File: src/rtl/mult_booth_seq.sv
// mult_booth_seq: sequential 32x32 signed radix-2 Booth multiplier, one iteration per clock
module cla_8 (
  input  logic [7:0] a,
  input  logic [7:0] b,
  input  logic       cin,
  output logic [7:0] s,
  output logic       cout
);
  logic [7:0] g, p;
  logic [8:0] c;
  always_comb begin
    g = a & b;
    p = a ^ b;
    c[0] = cin;
    for (int i = 0; i < 8; i++) c[i+1] = g[i] | (p[i] & c[i]);
    s = p ^ c[7:0];
    cout = c[8];
  end
endmodule

module mult_booth_seq #(
  parameter int WIDTH = 32,
  parameter int ITER  = 32
) (
  input  logic             clock,
  input  logic             resetn,
  input  logic [WIDTH-1:0] data_operandA,
  input  logic [WIDTH-1:0] data_operandB,
  input  logic             ctrl_MULT,
  output logic [WIDTH-1:0] data_result,
  output logic             data_exception,
  output logic             data_resultRDY,
  output logic             busy
);
  localparam int CW = $clog2(ITER);
  localparam logic [CW-1:0] LAST = CW'(ITER - 1);
  typedef enum logic {IDLE, RUN} state_t;
  state_t state, state_n;
  logic [WIDTH-1:0] hi, lo, m_reg, b_op, sum, sum_sel, hi_n, lo_n;
  logic [CW-1:0] count;
  logic q_m1, add, sub, sign, start, done, c1, c2, c3, c4;
  assign add = lo[0] ^ q_m1;
  assign sub = lo[0] & ~q_m1;
  assign b_op = sub ? ~m_reg : m_reg;
  cla_8 u_cla0 (.a(hi[7:0]),   .b(b_op[7:0]),   .cin(sub), .s(sum[7:0]),   .cout(c1));
  cla_8 u_cla1 (.a(hi[15:8]),  .b(b_op[15:8]),  .cin(c1),  .s(sum[15:8]),  .cout(c2));
  cla_8 u_cla2 (.a(hi[23:16]), .b(b_op[23:16]), .cin(c2),  .s(sum[23:16]), .cout(c3));
  cla_8 u_cla3 (.a(hi[31:24]), .b(b_op[31:24]), .cin(c3),  .s(sum[31:24]), .cout(c4));
  // 33rd sum bit of the sign-extended operands; equals sum[31] ^ top-slice overflow
  assign sign = add ? hi[WIDTH-1] ^ b_op[WIDTH-1] ^ c4 : hi[WIDTH-1];
  assign sum_sel = add ? sum : hi;
  assign hi_n = {sign, sum_sel[WIDTH-1:1]};
  assign lo_n = {sum_sel[0], lo[WIDTH-1:1]};
  always_ff @(posedge clock)
    if (!resetn) state <= IDLE;
    else state <= state_n;
  always_comb begin
    start = (state == IDLE) && ctrl_MULT;
    done = (state == RUN) && (count == LAST);
    state_n = start ? RUN : done ? IDLE : state;
  end
  always_ff @(posedge clock) begin
    if (!resetn) begin
      hi <= '0;
      lo <= '0;
      q_m1 <= 1'b0;
      m_reg <= '0;
      count <= '0;
      data_result <= '0;
      data_exception <= 1'b0;
      data_resultRDY <= 1'b0;
      busy <= 1'b0;
    end else begin
      data_resultRDY <= done;
      if (start) begin
        hi <= '0;
        lo <= data_operandB;
        q_m1 <= 1'b0;
        m_reg <= data_operandA;
        count <= '0;
        busy <= 1'b1;
      end else if (state == RUN) begin
        hi <= hi_n;
        lo <= lo_n;
        q_m1 <= lo[0];
        count <= count + 1'b1;
        if (done) begin
          data_result <= lo_n;
          data_exception <= hi_n != {WIDTH{lo_n[WIDTH-1]}};
          busy <= 1'b0;
        end
      end
    end
  end
endmodule
File: config.mk
export PLATFORM = sky130hd
export DESIGN_NAME = mult_booth_seq
export DESIGN_NICKNAME = d
export VERILOG_FILES = /design/src/rtl/mult_booth_seq.sv
export SDC_FILE = /design/constraint.sdc
export NUM_CORES = 1
export LEC_CHECK = 0
export ABC_CLOCK_PERIOD_IN_PS = 15100
export BUFFER_PORTS_ARGS = -buffer_cell sky130_fd_sc_hd__buf_2
export CAP_MARGIN = 20
export CORE_ASPECT_RATIO = 0.5
export CORE_MARGIN = 1
export CORE_UTILIZATION = 51
export DETAILED_ROUTE_END_ITERATION = 10
export PLACE_DENSITY_LB_ADDON = 0.25
export SLEW_MARGIN = 40
export SYNTH_ARGS = -nofsm -noshare
export SYNTH_HDL_FRONTEND = slang
export SYNTH_SLANG_ARGS = --single-unit
File: constraint.sdc
create_clock -name clock -period 15.1 [get_ports clock]
set_input_delay 1.51 -clock clock [delete_from_list [all_inputs] [get_ports clock]]
set_output_delay 1.51 -clock clock [all_outputs]
set_load 0.02 [all_outputs]
==> results of run 1 <==
[layout by cell type (no fill, tap or decap), drive strengths merged]
| cell type | count |
|---|---|
| and4 | 1 |
| clkinv | 3 |
| nand4b | 1 |
| and3 | 2 |
| bufinv | 1 |
| fa | 31 |
| mux2i | 64 |
| nor3 | 3 |
| a22o | 32 |
| dfxtp | 137 |
| xor2 | 34 |
| a211oi | 29 |
| a31oi | 1 |
| or4 | 1 |
| buf | 112 |
| a21o | 1 |
| a32o | 1 |
| o21a | 1 |
| nand3 | 3 |
| ha | 3 |
| a21oi | 2 |
| a21boi | 33 |
| and2 | 31 |
| nor4 | 18 |
| nand2 | 99 |
| nor2 | 37 |
| inv | 10 |
| nand2b | 7 |
| xnor2 | 2 |
| nor2b | 2 |
| o211a | 1 |
| nand4 | 17 |
| clkbuf | 17 |
| a311oi | 1 |
| clkinvlp | 3 |
| mux2 | 2 |
| o21ai | 31 |
[worst max-delay path: cells and delay by family (launching register included)]
| family | cells | cell delay, ps |
|---|---|---|
| adder cells (fa/ha/maj) | 32 | 12930 |
| AND/OR/NAND/NOR | 2 | 410 |
| AO/OA/AOI/OAI | 2 | 380 |
| multiplexers | 1 | 280 |
| flip-flops | 1 | 330 |
| buffers and inverters | 2 | 140 |
[layout make-up]
class | instances | share of cell area
flip-flops and latches | 137 | 0.350
clock buffers | 17 | 0.0542
inverters | 2 | 0.000957
clock inverters | 15 | 0.0201
multi-input cells | 491 | 0.471
repair buffers | 112 | 0.0777
well taps | 165 | 0.0263
[routing by layer]
layer / up-vias / track usage
li1: 2549 / -
met1: 2425 / 0.334
met2: 157 / 0.365
met3: 17 / 0.0584
met4: 0 / 0.0682
met5: - / 0
[report_power, final]
group	internal (mW)	switching (mW)
Clock	0.233	0.179
Sequential	0.377	0.0179
Combinational	0.0564	0.0710
[through the flow]
| step | TNS (ps) | utilization | power [mW] | area, um2 | hold WS (ps) |
|---|---|---|---|---|---|
| floorplan | 0 | - | 0.486 | 6610 | 455 |
| global placement | 0 | 0.588 | 0.522 | 7190 | 457 |
| detailed placement | -138 | 0.591 | 0.526 | 7230 | 458 |
| CTS | 0 | 0.640 | 0.937 | 7830 | 478 |
| global route | 0 | 0.642 | 0.971 | 7840 | 486 |
| finish | 0 | 0.642 | 0.934 | 7840 | 475 |
[logic make-up (layout without fill, tap and decap cells)]
family                   count (synthesis)  in the layout  synth area share
XOR/XNOR                                36             36            0.0477
buffers and inverters                   55            146            0.0330
flip-flops                             137            137             0.415
AO/OA/AOI/OAI                          133            133             0.145
adder cells (fa/ha/maj)                 34             34            0.0996
multiplexers                            66             66             0.100
AND/OR/NAND/NOR                        222            222             0.159
[worst max-delay path by stage]
stage                  startpoint                     endpoint  slack, ps  cells after the start
2_1_floorplan  lo[0]$_SDFFE_PN0P_  data_exception$_SDFFE_PN0P_         60                     40
5_1_grt         q_m1$_SDFFE_PP0P_  data_exception$_SDFFE_PN0P_         10                     39
6_report        q_m1$_SDFFE_PP0P_  data_exception$_SDFFE_PN0P_        520                     39
4_1_cts         q_m1$_SDFFE_PP0P_  data_exception$_SDFFE_PN0P_         40                     39
3_5_place_dp    q_m1$_SDFFE_PP0P_  data_exception$_SDFFE_PN0P_       -140                     39
3_3_place_gp    q_m1$_SDFFE_PP0P_  data_exception$_SDFFE_PN0P_        120                     39
[repair_timing]
action                                  in CTS  in global routing
gates resized for setup                      5                  7
endpoints found under the setup margin       1                  1
pin swaps                                    0                  0
cloned                                       0                  0
==> flow_metrics.tcl, run 1 <==
set metrics [dict create \
    drv_slew 0 \
    htree_levels 4 \
    multi_input_area_mm2 0.00369 \
    clk_latency_ps 430 \
    ys_types 36 \
    synth.net_count 784 \
    avgSynthCellArea_um2 9.67 \
    grt.overflow.total 0 \
    period_needed_ps 14580 \
    fin_skew_ps 11.5 \
    slowest_stage "fa_1" \
    synth-edff-count 0 \
    wl_met2_um 6440 \
    io_pins 102 \
    detailedRoute.firstIterationViolations 389 \
    grt_use_total 0.238 \
    synth_common_cells "dfxtp_1 (137), nand2_1 (99), mux2i_1 (64)" \
    gp_congestion 0.939 \
    ys_async_sr_fraction 0 \
    viasPerCell 5.48 \
    cp.arrival_ps 14890 \
    layoutNonFillerInstCount 939 \
    max-vdd-ir-drop_mv 0.0643 \
    place_hpwl_um 10500 \
    yosysWarnings 0 \
    synth_largest_area_cell "dfxtp_1" \
    reg2reg_slack_ps 520 \
    synth-seq-cells 137 \
    worstHoldStart "data_result[6]$_SDFFE_PN0P_" \
    drv_cap 0 \
    die_area_mm2 0.0134 \
    syn2layout_area_growth_pct 18.8 \
    critical_path_class "flip-flop to flip-flop" \
    critPathLaunchType "flip-flop" \
    wl_met3_um 850 \
    status "finished, final reports clean" \
    vias 5148 \
    post-place-ws_ps -138 \
    cpMostUsedCell "fa_1" \
    crit_path_end_kind "flip-flop" \
    antenna_found_initial 0 \
    yosysMostFrequentCell "dfxtp_1" \
    drive_above_1_share 0.208 \
    clock_sinks 137 \
    synth_ff_type "dfxtp_1" \
    ant_nets 0 \
    initial_core_util 0.540 \
    dp_cells 907 \
    reg2regPathDepth 39 \
    cts_tree "built" \
    rows 28 \
    fillers 989 \
    critPathRequiredTime_ps 15410 \
    drc 0 \
    wl_per_cell_um 16.2 \
    grt_max_degree 101 \
    setup_viol 0 \
    clock.fmax_mhz 68.6 \
    ctsHoldBuffers 0 \
    drt_pass1_iterations 5 \
    slew_headroom 0.536 \
    die_y_um 82.5 \
    hold_violations 0 \
    min_to "data_result[6]$_SDFFE_PN0P_" \
    yosysSeqAreaShare 0.415 \
    cts_buffer_depth 2 \
    synth_cells 683 \
    power_density_mw_per_mm2 119 \
    r2r-start "q_m1$_SDFFE_PP0P_" \
    coreArea_mm2 0.0122 \
    grt_pass1_vias 4732 \
    finalCritPeriodShare 0.966 \
    worstHoldPathCells 1 \
    highest_layer "met4" \
    synth_top_cell_area_share 0.415 \
    nNetsFinal 862 \
    clk_pin_slew_ps 60 \
    finalWirelength_um 15200 \
    slowest_delay_ps 440 \
    n_antenna_cell 0 \
    crit_fanout 4 \
    rsz0062_at_grt "false" \
    r2r-end "data_exception$_SDFFE_PN0P_" \
    post_cts_buffers 0 \
    grt_pass1_wl_um 24400 \
    tightest_slew_ps 696 \
    die_w_um 163 \
    synthTopCellsByArea "dfxtp_1 (42%), mux2i_1 (9.7%), fa_1 (9.4%)" \
    leakagePower_nw 3.54 \
    cts_root_buf "clkbuf_16" \
    hp-class "flip-flop to flip-flop" \
    io_buffers 101 \
    fin_ws_ps 518 \
    cts-buffers-inserted 17 \
    seqCellArea_mm2 0.00275 \
    synth_area_mm2 0.00661 \
    drt-met1-wl_um 7750 \
]
No activity file was read; power rests on OpenSTA's default activity.
==> run 2: changes to the inputs <==
--- a/config.mk
+++ b/config.mk
@@ -5,14 +5,16 @@
 export SDC_FILE = /design/constraint.sdc
 export NUM_CORES = 1
 export LEC_CHECK = 0
-export ABC_CLOCK_PERIOD_IN_PS = 15100
+export ABC_AREA = 1
+export ABC_CLOCK_PERIOD_IN_PS = 16350
 export BUFFER_PORTS_ARGS = -buffer_cell sky130_fd_sc_hd__buf_2
 export CAP_MARGIN = 20
 export CORE_ASPECT_RATIO = 0.5
 export CORE_MARGIN = 1
-export CORE_UTILIZATION = 51
+export CORE_UTILIZATION = 55
 export DETAILED_ROUTE_END_ITERATION = 10
 export PLACE_DENSITY_LB_ADDON = 0.25
+export REMOVE_ABC_BUFFERS = 1
 export SLEW_MARGIN = 40
 export SYNTH_ARGS = -nofsm -noshare
 export SYNTH_HDL_FRONTEND = slang
==> constraint.sdc (replaced) <==
create_clock -name clock -period 16.35 [get_ports clock]
set_input_delay 1.635 -clock clock [delete_from_list [all_inputs] [get_ports clock]]
set_output_delay 1.635 -clock clock [all_outputs]
set_load 0.02 [all_outputs]
==> run 2 against run 1 <==
- global-route usage up 1.8 points
- highest routed layer is now met5
- synthesized area up 6.3%
- sequential share of layout area down 1.0 points
- register-to-register slack better by 420 ps
- utilization up 2.5 points
- flip-flop and latch count unchanged
- clock skew down 1.9 ps
- critical path depth up 5
- combinational power about the same
- fmax down 5.4%
- via count up 20%
- final area up 2.9%
==> flow_metrics.tcl, run 2 <==
set metrics [dict create \
    status "finished, final reports clean" \
    p_clk_frac 0.433 \
    die_y_um 81.9 \
    htree_levels 4 \
    vias 6171 \
    die_area_mm2 0.0133 \
    syn2layout_area_growth_pct 15.0 \
    antenna_found_initial 1 \
    seqCellArea_mm2 0.00274 \
    multi_input_area_mm2 0.00347 \
    slew_headroom 0.508 \
    drc 0 \
    cp.arrival_ps 15730 \
    yosysSeqAreaShare 0.391 \
    drv_slew 0 \
    clk_pin_slew_ps 70 \
    grt.overflow.total 0 \
    wl_per_cell_um 13.1 \
    finalCritPeriodShare 0.943 \
    gp_congestion 0.878 \
    p_comb_frac 0.149 \
    final.setup.tns_ps 0 \
    layout_commonest_cell "nand2_1" \
    tightest_slew_ps 736 \
    cpMostUsedCell "fa_1" \
    detailedRoute.firstIterationViolations 373 \
    power.internal_mw 0.601 \
    ys_types 25 \
    drive_above_1_share 0.142 \
    coreArea_mm2 0.0121 \
    drv_cap 0 \
    fin_ws_ps 935 \
    highest_layer "met5" \
    synth_area_mm2 0.00702 \
    synth_ff_type "dfxtp_1" \
    cts_root_buf "clkbuf_16" \
    max-vdd-ir-drop_mv 0.0772 \
    seqPwrFrac 0.418 \
    final_util 0.666 \
    post_cts_buffers 0 \
    place_hpwl_um 10400 \
    setup_viol 0 \
    avgSynthCellArea_um2 7.19 \
    wl_met3_um 879 \
    synth_cells 977 \
    ant_nets 0 \
    crit_fanout 15 \
    drt_pass1_iterations 5 \
    synth-seq-cells 137 \
    layout_common_cells "nand2_1 (276), dfxtp_1 (136), inv_1 (135), o21ai_0 (105), nor2_1 (104)" \
    synth-edff-count 0 \
    clk_latency_ps 420 \
    post_cts_resized 0 \
    nNetsFinal 1149 \
    whs_ps 452 \
    synth_top_cell_area_share 0.391 \
    place_area_mm2 0.00750 \
    hold_violations 0 \
    n_antenna_cell 0 \
    finish.instance_area_mm2 0.00807 \
    dp_cells 1194 \
    io_pins 102 \
    critical_path_class "flip-flop to flip-flop" \
    leakagePower_nw 4.08 \
    grt_use_total 0.256 \
    swShare 0.307 \
    viasPerCell 5.03 \
    io_buffers 101 \
    slowest_stage "ha_2" \
    ys_async_sr_fraction 0 \
    cts-buffers-inserted 17 \
    rsz0062_at_grt "false" \
    layoutNonFillerInstCount 1226 \
    power_mw 0.867 \
    clock_sinks 137 \
    yosysWarnings 0 \
    rows 28 \
    clock.fmax_mhz 64.9 \
    cts_buffer_depth 2 \
    ctsHoldBuffers 0 \
    yosysMostFrequentCell "nand2_1" \
    crit_path_end_kind "flip-flop" \
    power_density_mw_per_mm2 107 \
    critPathRequiredTime_ps 16660 \
    grt_max_degree 73 \
    p_switching_mw 0.266 \
    synth_common_cells "nand2_1 (276), dfxtp_1 (137), inv_1 (137)" \
    fillers 1106 \
    initial_core_util 0.579 \
    wl_met2_um 7540 \
    synthTopCellsByArea "dfxtp_1 (39%), nand2_1 (15%), fa_1 (8.8%)" \
    critPathLaunchType "flip-flop" \
    hp-class "flip-flop to flip-flop" \
    period_needed_ps 15410 \
    drt-met1-wl_um 7440 \
    fin_skew_ps 9.64 \
    finalWirelength_um 16100 \
    cts_tree "built" \
    slowest_delay_ps 480 \
    die_w_um 162 \
    post-place-ws_ps 914 \
    synth_largest_area_cell "dfxtp_1" \
    grt_pass1_wl_um 26800 \
    grt_pass1_vias 5882 \
]
## run 2: changes by cell type after synthesis, sizes merged, moves of 64 or more
cell   previous run  this run
o21ai            31       111
nand2            99       276
nor2             37       109
mux2i            64         0
inv               2       141
## run 2: final timing paths
kind / from / end / slack, ps / cells after the start
worst max register to register: lo[0]$_SDFFE_PN0P_ / data_exception$_SDFFE_PN0P_ / 940 / 44
worst max-delay path: lo[0]$_SDFFE_PN0P_ / data_exception$_SDFFE_PN0P_ / 940 / 44
worst min register to register: data_result[12]$_SDFFE_PN0P_ / data_result[12]$_SDFFE_PN0P_ / 450 / 2
worst min-delay path: data_result[12]$_SDFFE_PN0P_ / data_result[12]$_SDFFE_PN0P_ / 450 / 2
## run 2: metal layers
layer,vias to the layer above,GRT usage
met5,-,0
met4,2,0.0764
met3,24,0.0672
met2,136,0.450
met1,2852,0.313
li1,3157,-
## run 2: worst max-delay path: cells and delay by family (launching register included)
kind | cells | cell delay (ps)
fa+ha+maj | 32 | 14010
simple gates | 10 | 720
flops | 1 | 360
xor+xnor | 1 | 150
buf+inv | 1 | 80
## run 2: power groups by stage
stage	Sequential (mW)	Clock [mW]	Combinational, mW
detailed placement	0.370	0	0.128
floorplan	0.369	0	0.0888
finish	0.363	0.376	0.129
CTS	0.363	0.378	0.130
global route	0.365	0.392	0.149
global placement	0.370	0	0.123
## run 2: layout make-up
cell class	instances	share of cell area
multi-input cells	644	0.430
flip-flops and latches	137	0.340
repair buffers	107	0.0682
inverters	141	0.0659
clock buffers	18	0.0532
well taps	165	0.0256
clock inverters	14	0.0177
## run 2: kinds of logic after synthesis
family | count (synthesis) | share of synthesized area
xor gates and xnor gates | 31 | 0.0387
and+or+nand+nor | 406 | 0.224
DFF | 137 | 0.391
adders and majority gates | 34 | 0.0937
AOI/OAI and AO/OA | 173 | 0.137
buffers and inverters | 196 | 0.117
